===== src/rtl/pc_ras_unit.sv =====
`default_nettype none
// +------------------------------------------------------------------+
// | Module   : pc_ras_unit                                           |
// | Desc     : Y86 next-PC register with circular return-addr stack  |
// |            Optional MISS_CNT output under `RAS_MISS_CNT_EN       |
// | Revision : 1.0                                                   |
// +------------------------------------------------------------------+
module pc_ras_unit #(
  parameter int                 WIDTH     = 32,
  parameter int                 DEPTH     = 4,
  parameter logic [WIDTH-1:0]   RESET_VEC = '0
) (
  input  logic             CLK,
  input  logic             RST_N,
  input  logic             STALL,
  input  logic             VALID,
  input  logic [3:0]       icode,
  input  logic             Cnd,
  input  logic [WIDTH-1:0] valC,
  input  logic [WIDTH-1:0] valM,
  input  logic [WIDTH-1:0] valP,
  output logic [WIDTH-1:0] NEW_PC,
  output logic [WIDTH-1:0] RAS_TOP,
  output logic             RAS_VALID,
  output logic             RAS_OVF,
  output logic             RAS_UNF,
  output logic             RAS_MISS
`ifdef RAS_MISS_CNT_EN
  ,
  output logic [15:0]      MISS_CNT
`endif
);

  localparam int              c_AW   = $clog2(DEPTH);
  localparam int              c_CW   = c_AW + 1;
  localparam logic [c_CW-1:0] c_FULL = c_CW'(DEPTH);
  localparam logic [3:0]      c_JXX  = 4'h7;
  localparam logic [3:0]      c_CALL = 4'h8;
  localparam logic [3:0]      c_RET  = 4'h9;

  logic [WIDTH-1:0] r_pc;
  logic [c_AW-1:0]  r_sp;
  logic [c_CW-1:0]  r_cnt;
  logic             r_ovf;
  logic             r_unf;
  logic             r_miss;
  logic [WIDTH-1:0] r_entry [DEPTH];

  logic             w_upd;
  logic             w_empty;
  logic             w_full;
  logic [c_AW-1:0]  w_sp_dec;
  logic [WIDTH-1:0] w_top;
  logic [WIDTH-1:0] w_seq_pc;
  logic [WIDTH-1:0] w_pc_nxt;
  logic             w_push;
  logic             w_pop;
  logic             w_miss_nxt;
  logic             w_unf_set;

  assign w_upd    = RST_N && !STALL && VALID;
  assign w_empty  = (r_cnt == '0);
  assign w_full   = (r_cnt == c_FULL);
  assign w_sp_dec = r_sp - c_AW'(1);
  assign w_top    = r_entry[w_sp_dec];
  assign w_seq_pc = r_pc + valP;

  always_comb begin
    w_pc_nxt   = w_seq_pc;
    w_push     = 1'b0;
    w_pop      = 1'b0;
    w_miss_nxt = 1'b0;
    w_unf_set  = 1'b0;
    if (icode == c_CALL) begin
      w_pc_nxt = valC;
      w_push   = w_upd;
    end else if (icode == c_JXX && Cnd) begin
      w_pc_nxt = valC;
    end else if (icode == c_RET) begin
      // valM is the architectural target; the stack only predicts it
      w_pc_nxt = valM;
      if (!w_empty) begin
        w_pop      = w_upd;
        w_miss_nxt = w_upd && (w_top != valM);
      end else begin
        w_unf_set  = w_upd;
      end
    end
  end

  always_ff @(posedge CLK) begin
    if (!RST_N) begin
      r_pc   <= RESET_VEC;
      r_sp   <= '0;
      r_cnt  <= '0;
      r_ovf  <= 1'b0;
      r_unf  <= 1'b0;
      r_miss <= 1'b0;
    end else begin
      r_miss <= w_miss_nxt;
      if (w_upd) begin
        r_pc <= w_pc_nxt;
        if (w_unf_set) begin
          r_unf <= 1'b1;
        end
        if (w_push) begin
          // when full, sp already points at the oldest entry, so it is overwritten
          r_sp <= r_sp + c_AW'(1);
          if (w_full) begin
            r_ovf <= 1'b1;
          end else begin
            r_cnt <= r_cnt + c_CW'(1);
          end
        end else if (w_pop) begin
          r_sp  <= w_sp_dec;
          r_cnt <= r_cnt - c_CW'(1);
        end
      end
    end
  end

  always_ff @(posedge CLK) begin
    if (w_push) begin
      r_entry[r_sp] <= w_seq_pc;
    end
  end

`ifdef RAS_MISS_CNT_EN
  logic [15:0] r_miss_cnt;

  always_ff @(posedge CLK) begin
    if (!RST_N) begin
      r_miss_cnt <= '0;
    end else if (w_miss_nxt && r_miss_cnt != 16'hFFFF) begin
      r_miss_cnt <= r_miss_cnt + 16'd1;
    end
  end

  assign MISS_CNT = r_miss_cnt;
`endif

  assign NEW_PC    = r_pc;
  assign RAS_TOP   = w_empty ? '0 : w_top;
  assign RAS_VALID = !w_empty;
  assign RAS_OVF   = r_ovf;
  assign RAS_UNF   = r_unf;
  assign RAS_MISS  = r_miss;

endmodule
`default_nettype wire


===== config.mk =====
export PLATFORM = sky130hd
export DESIGN_NAME = pc_ras_unit
export DESIGN_NICKNAME = d
export VERILOG_FILES = /design/src/rtl/pc_ras_unit.sv
export SDC_FILE = /design/constraint.sdc
export NUM_CORES = 1
export LEC_CHECK = 0
export CAP_MARGIN = 20
export CORE_ASPECT_RATIO = 0.8
export CORE_MARGIN = 2
export CORE_UTILIZATION = 48
export DETAILED_ROUTE_END_ITERATION = 16
export PLACE_DENSITY = 0.74
export SLEW_MARGIN = 25
export SYNTH_ARGS = -nofsm -noshare
export SYNTH_HDL_FRONTEND = slang
export SYNTH_SLANG_ARGS = --single-unit

===== constraint.sdc =====
create_clock -name CLK -period 4 [get_ports CLK]
set_clock_uncertainty 0.1 [all_clocks]
set_input_delay 1.2 -clock CLK [delete_from_list [all_inputs] [get_ports CLK]]
set_output_delay 1.2 -clock CLK [all_outputs]
set_load 0.02 [all_outputs]

Word level (Yosys, flattened, before mapping)
Memories as Yosys holds them, arrays and structs flattened.
Index checks and enable logic that the tools add are counted.
{ "classes": {"n_addsub": 5, "bitwise": 2, "mux": 20, "n_eq_ne": 6, "n_reduce_logical": 13} }
{ "ops": {"columns": ["operator", "n"], "rows": [
  ["$mux 32", 4],
  ["$add 32x32->32", 1],
  ["$ne 32x32->1", 1],
  ["$mux 1", 11],
  ["$mux 3", 3],
  ["$eq 4x4->1 const B", 2],
  ["$reduce_and 3->1", 2],
  ["$reduce_or 5->1", 1],
  ["$eq 4x3->1 const B", 1],
  ["$logic_and 1x1->1", 4],
  ["$mux 2", 2],
  ["$reduce_and 2->1", 2],
  ["$add 3x1->3 const B", 1],
  ["$eq 3x3->1 const B", 1],
  ["$logic_not 3->1", 1],
  ["$sub 3x1->3 const B", 1],
  ["$add 2x1->2 const B", 1],
  ["$logic_not 1->1", 2],
  ["$ne 2x2->1 const B", 1],
  ["$not 1->1", 2],
  ["$reduce_bool 2->1", 1],
  ["$sub 2x1->2 const B", 1]
]} }
{ "word_totals": {"ff_bits": 40, "input_bits": 105, "memories": 1, "wordCells": 53, "output_inout_bits": 68, "ramBits": 128} }
{ "memory_table": {"columns": ["memory", "depth", "width", "read_ports", "rd_clocked_by_memory_dff", "write_ports", "line", "rtl"], "rows": [
  ["r_entry", 4, 32, 1, 0, 1, "47", "logic [WIDTH-1:0] r_entry [DEPTH];"]
]} }

Longest topological paths before layout
{ "depth": {"word_depth": 9, "ltp_mapped": 11, "ltp_nobuf": 10} }

Worst setup path before layout
No wires, ideal clock.
{ "synth_timing": {"path_kind": "input to register", "from": "in valP[0]", "to": "mem r_entry[0][28] (data pin)", "required_ps": 3620, "n_path_buf": 0, "slack_ps": 202, "arrival_time_ps": 3418, "setup_time_ps": 280, "path_stages": 10, "path_cell_list": "ha_1 -> fa_1 -> a21o_1 -> a311oi_2 -> o21a_2 -> o41ai_1 -> and4_1 -> or2_2 -> a21boi_0 -> xnor2_1"} }
{ "synth_between": {"elab_chain_len": 1} }
{ "synth_rtl": {"columns": ["item", "line", "rtl"], "rows": [
  ["from (decl)", "21", "input logic [WIDTH-1:0] valP,"],
  ["$add 32x32->32", "66", "assign w_seq_pc = r_pc + valP;"],
  ["net w_seq_pc[28]", "54", "logic [WIDTH-1:0] w_seq_pc;"],
  ["to (decl)", "47", null]
]} }
The timed path passes the listed nets, and every way through them passes these cells.

Worst setup path after layout
{ "layout_timing": {"from": "reg r_sp[1]", "to": "out RAS_TOP[24]"} }
{ "layout_between": {"elab_chain_len": 3} }
{ "layout_rtl": {"columns": ["item", "line", "rtl"], "rows": [
  ["from (decl)", "42", "logic [c_AW-1:0] r_sp;"],
  ["from (signal assigned)", "108", "r_sp <= r_sp + c_AW'(1);"],
  ["from (signal assigned)", "115", "r_sp <= w_sp_dec;"],
  ["$sub 2x1->2", "64", "assign w_sp_dec = r_sp - c_AW'(1);"],
  ["$mem_v2 4x32", null, null],
  ["$mux 32", "143", "assign RAS_TOP = w_empty ? '0 : w_top;"],
  ["to (decl)", "23", "output logic [WIDTH-1:0] RAS_TOP,"]
]} }
Every way passes these cells.

==> reports/qor.csv <==
metric,value,unit
status,"complete, no violations",
drt_iter0_markers,800,
r2r_setup_slack,0.95,ns
cts_buffers,17,
synthArstFlopShare,0,%
combPwrFrac,21.9,%
area_growth,36.9,%
r2r-end,r_entry[0][30],
cts_tree,yes,
period_minus_slack,3.91,ns
slew_headroom,53.7,%
clock_path_buffers,2,
seq_area_frac_synth,51.7,%
mostFrequentLayoutCell,clkdlybuf4s50_1,
drcViolationCount,0,
worst_pin_slew,0.692,ns
antenna_found_initial,0,
rows,44,
clockRootBuffer,clkbuf_16,
place_hpwl,20600,microns
io_pins,173,
max_freq,256,MHz
synthCells,768,
ys.flop_type,edfxtp_1,
met3_length,2640,microns
core_area,18200,sq um
drive_gt1_share,17.1,%
clkTransAtPathRegs,0.07,ns
drtAntennaViolNets,0,
drv_slew,0,
drtPass1Iterations,5,
wl_met1,12100,microns
h-tree-depth,4,
max_cap_violations,0,
synth_area_per_cell,11.7,sq um
setup_viol,0,
place.port_buffers,172,
postLayoutCoreUtil,67.4,%
cp-start-kind,flip-flop,
path_class,flip-flop to output pin,
arrival,2.61,ns
clock_sinks,168,
clkPwrFrac,35.4,%
cts_setup_buffers,0,
synth-edff-count,128,
synth_cell_type_count,59,
drt-total-wl,27700,microns
power.leakage,4.57,nW
wl_per_cell,21.6,microns
ir_drop,0.000314,V
crit_end,RAS_TOP[24],
dr_wl_met2,12500,microns
cp_max_fo,14,
cp.required,2.70,ns
cellPowerDensity,386,nW/um^2
diodes,0,
pwr-share-seq,42.6,%
grt_overflow,0,
p_switching,1.38,mW
syn_area,8970,sq um
die_w,157,microns
grt_pass1_wl,42400,microns
r2r_start,NEW_PC[0],
worstSkewPairLatency,0.44,ns
grt_use_total,28.9,%
ys_seq_elements,168,
cp-end-kind,output pin,
internal_power,3.37,mW
swShare,29.0,%
crit_chain,inv_1 > ha_1 > buf_6 > mux4_2 > and2_1 > clkdlybuf4s50_1,
layout_common_cells,"169 x clkdlybuf4s50_1, 128 x edfxtp_1, 90 x buf_4",
grt_pass1_vias,7238,
hold_class,flip-flop to flip-flop,
fin_crit_sh,97.8,%
crit_path_start,r_sp[1],
vias_per_cell,5.85,
worst_path_largest_cell_delay,0.54,ns
start_util,49.3,%
fp.dieArea,19800,sq um
grt_max_degree,53,
syn-num-nets,910,
hold_violations,0,
slowest_stage,clkdlybuf4s50_1,
place_congestion,0.908,
fillers,1334,
top_layer,met4,
vias,7504,
finalNetCount,1158,
die_h,126,microns
rr_worst_depth,9,
yosysWarnings,0,
finalSetupTns,0,ns
-- cells by family (layout without fill, tap and decap cells) --
family | Yosys count | count (layout) | share of synthesized area (%)
buffers and inverters | 50 | 311 | 2.20
AND/OR/NAND/NOR | 217 | 217 | 12.1
multiplexers | 38 | 38 | 8.71
XOR/XNOR | 62 | 62 | 6.05
flip-flops | 168 | 168 | 51.7
adder cells (fa/ha/maj) | 37 | 37 | 5.33
AO/OA/AOI/OAI | 196 | 196 | 13.9
-- power by group through the flow --
stage | combinational (mW) | sequential, mW | clock [mW]
after floorplan | 0.453 | 2.08 | 0
after global placement | 0.991 | 2.06 | 0
after detailed placement | 1.01 | 2.06 | 0
after CTS | 1.02 | 2.02 | 1.70
after global routing | 1.12 | 2.03 | 1.76
final | 1.04 | 2.02 | 1.68
-- synthesized netlist by cell type (8+ instances only) --
master / n / area (sq um)
mux4_2: 32 / 721
ha_1: 35 / 438
o21ai_0: 44 / 220
a31oi_1: 8 / 50.1
a21o_1: 9 / 67.6
inv_1: 10 / 37.5
xor2_1: 13 / 114
xnor2_1: 49 / 429
a21oi_1: 66 / 330
nand4_1: 13 / 81.3
dfxtp_1: 40 / 801
and3_1: 19 / 119
clkbuf_1: 31 / 116
nand3_1: 34 / 170
nand2_1: 64 / 240
nor2_1: 28 / 105
edfxtp_1: 128 / 3840
and2_1: 38 / 238
-- sequential cells by signal, indices dropped and copies added, names as in the netlist --
name / count
r_cnt: 3
RAS_OVF: 1
r_sp: 2
RAS_UNF: 1
r_entry: 128
RAS_MISS: 1
NEW_PC: 32
-- metrics by stage --
stage / instances / setup WS [ns] / hold WS (ns) / power (mW) / cell area, sq um
floorplan: 768 / 0.202 / 0.449 / 2.54 / 8970
global placement: 1250 / -0.320 / 0.368 / 3.05 / 11700
detailed placement: 1250 / -0.361 / 0.377 / 3.07 / 11700
CTS: 1282 / 0.0143 / 0.387 / 4.74 / 12300
global route: 1282 / -0.00231 / 0.407 / 4.90 / 12300
finish: 1282 / 0.0895 / 0.385 / 4.75 / 12300
-- per-layer routing --
layer	track usage [%]	vias to the layer above
met4	7.72	0
li1	-	3426
met1	43.1	3635
met3	6.63	39
met5	0	-
met2	42.7	404
-- layout make-up --
type                            instances  area [sq um]  share of cell area (%)
Clock buffer                           17           425                    3.46
Tap cell                              253           317                    2.58
Clock inverter                         15           178                    1.45
Multi-Input combinational cell        550          4150                    33.8
Sequential cell                       168          4650                    37.8
Inverter                               10          37.5                   0.306
Timing Repair Buffer                  269          2530                    20.6
-- what timing repair did --
item,CTS,global route
hold buffers,0,0
setup endpoints to repair,0,24
resized for setup,0,7
-- worst min-delay path by stage --
stage / cells past startpoint / from / slack (ns) / endpoint
final: 2 / NEW_PC[2] / 0.39 / NEW_PC[2]
after global routing: 2 / NEW_PC[2] / 0.41 / NEW_PC[2]
after CTS: 2 / NEW_PC[2] / 0.39 / NEW_PC[2]
after detailed placement: 2 / NEW_PC[2] / 0.38 / NEW_PC[2]
after global placement: 2 / NEW_PC[2] / 0.37 / NEW_PC[2]
after floorplan: 2 / NEW_PC[2] / 0.45 / NEW_PC[2]
-- worst max-delay path: cells and delay by family (launching register included) --
kind,cells,cell delay (ns)
AND/OR/NAND/NOR,1,0.21
adder cells (fa/ha/maj),1,0.35
flip-flops,1,0.40
buffers and inverters,3,0.84
multiplexers,1,0.36
(Power assumes the default switching activity.)
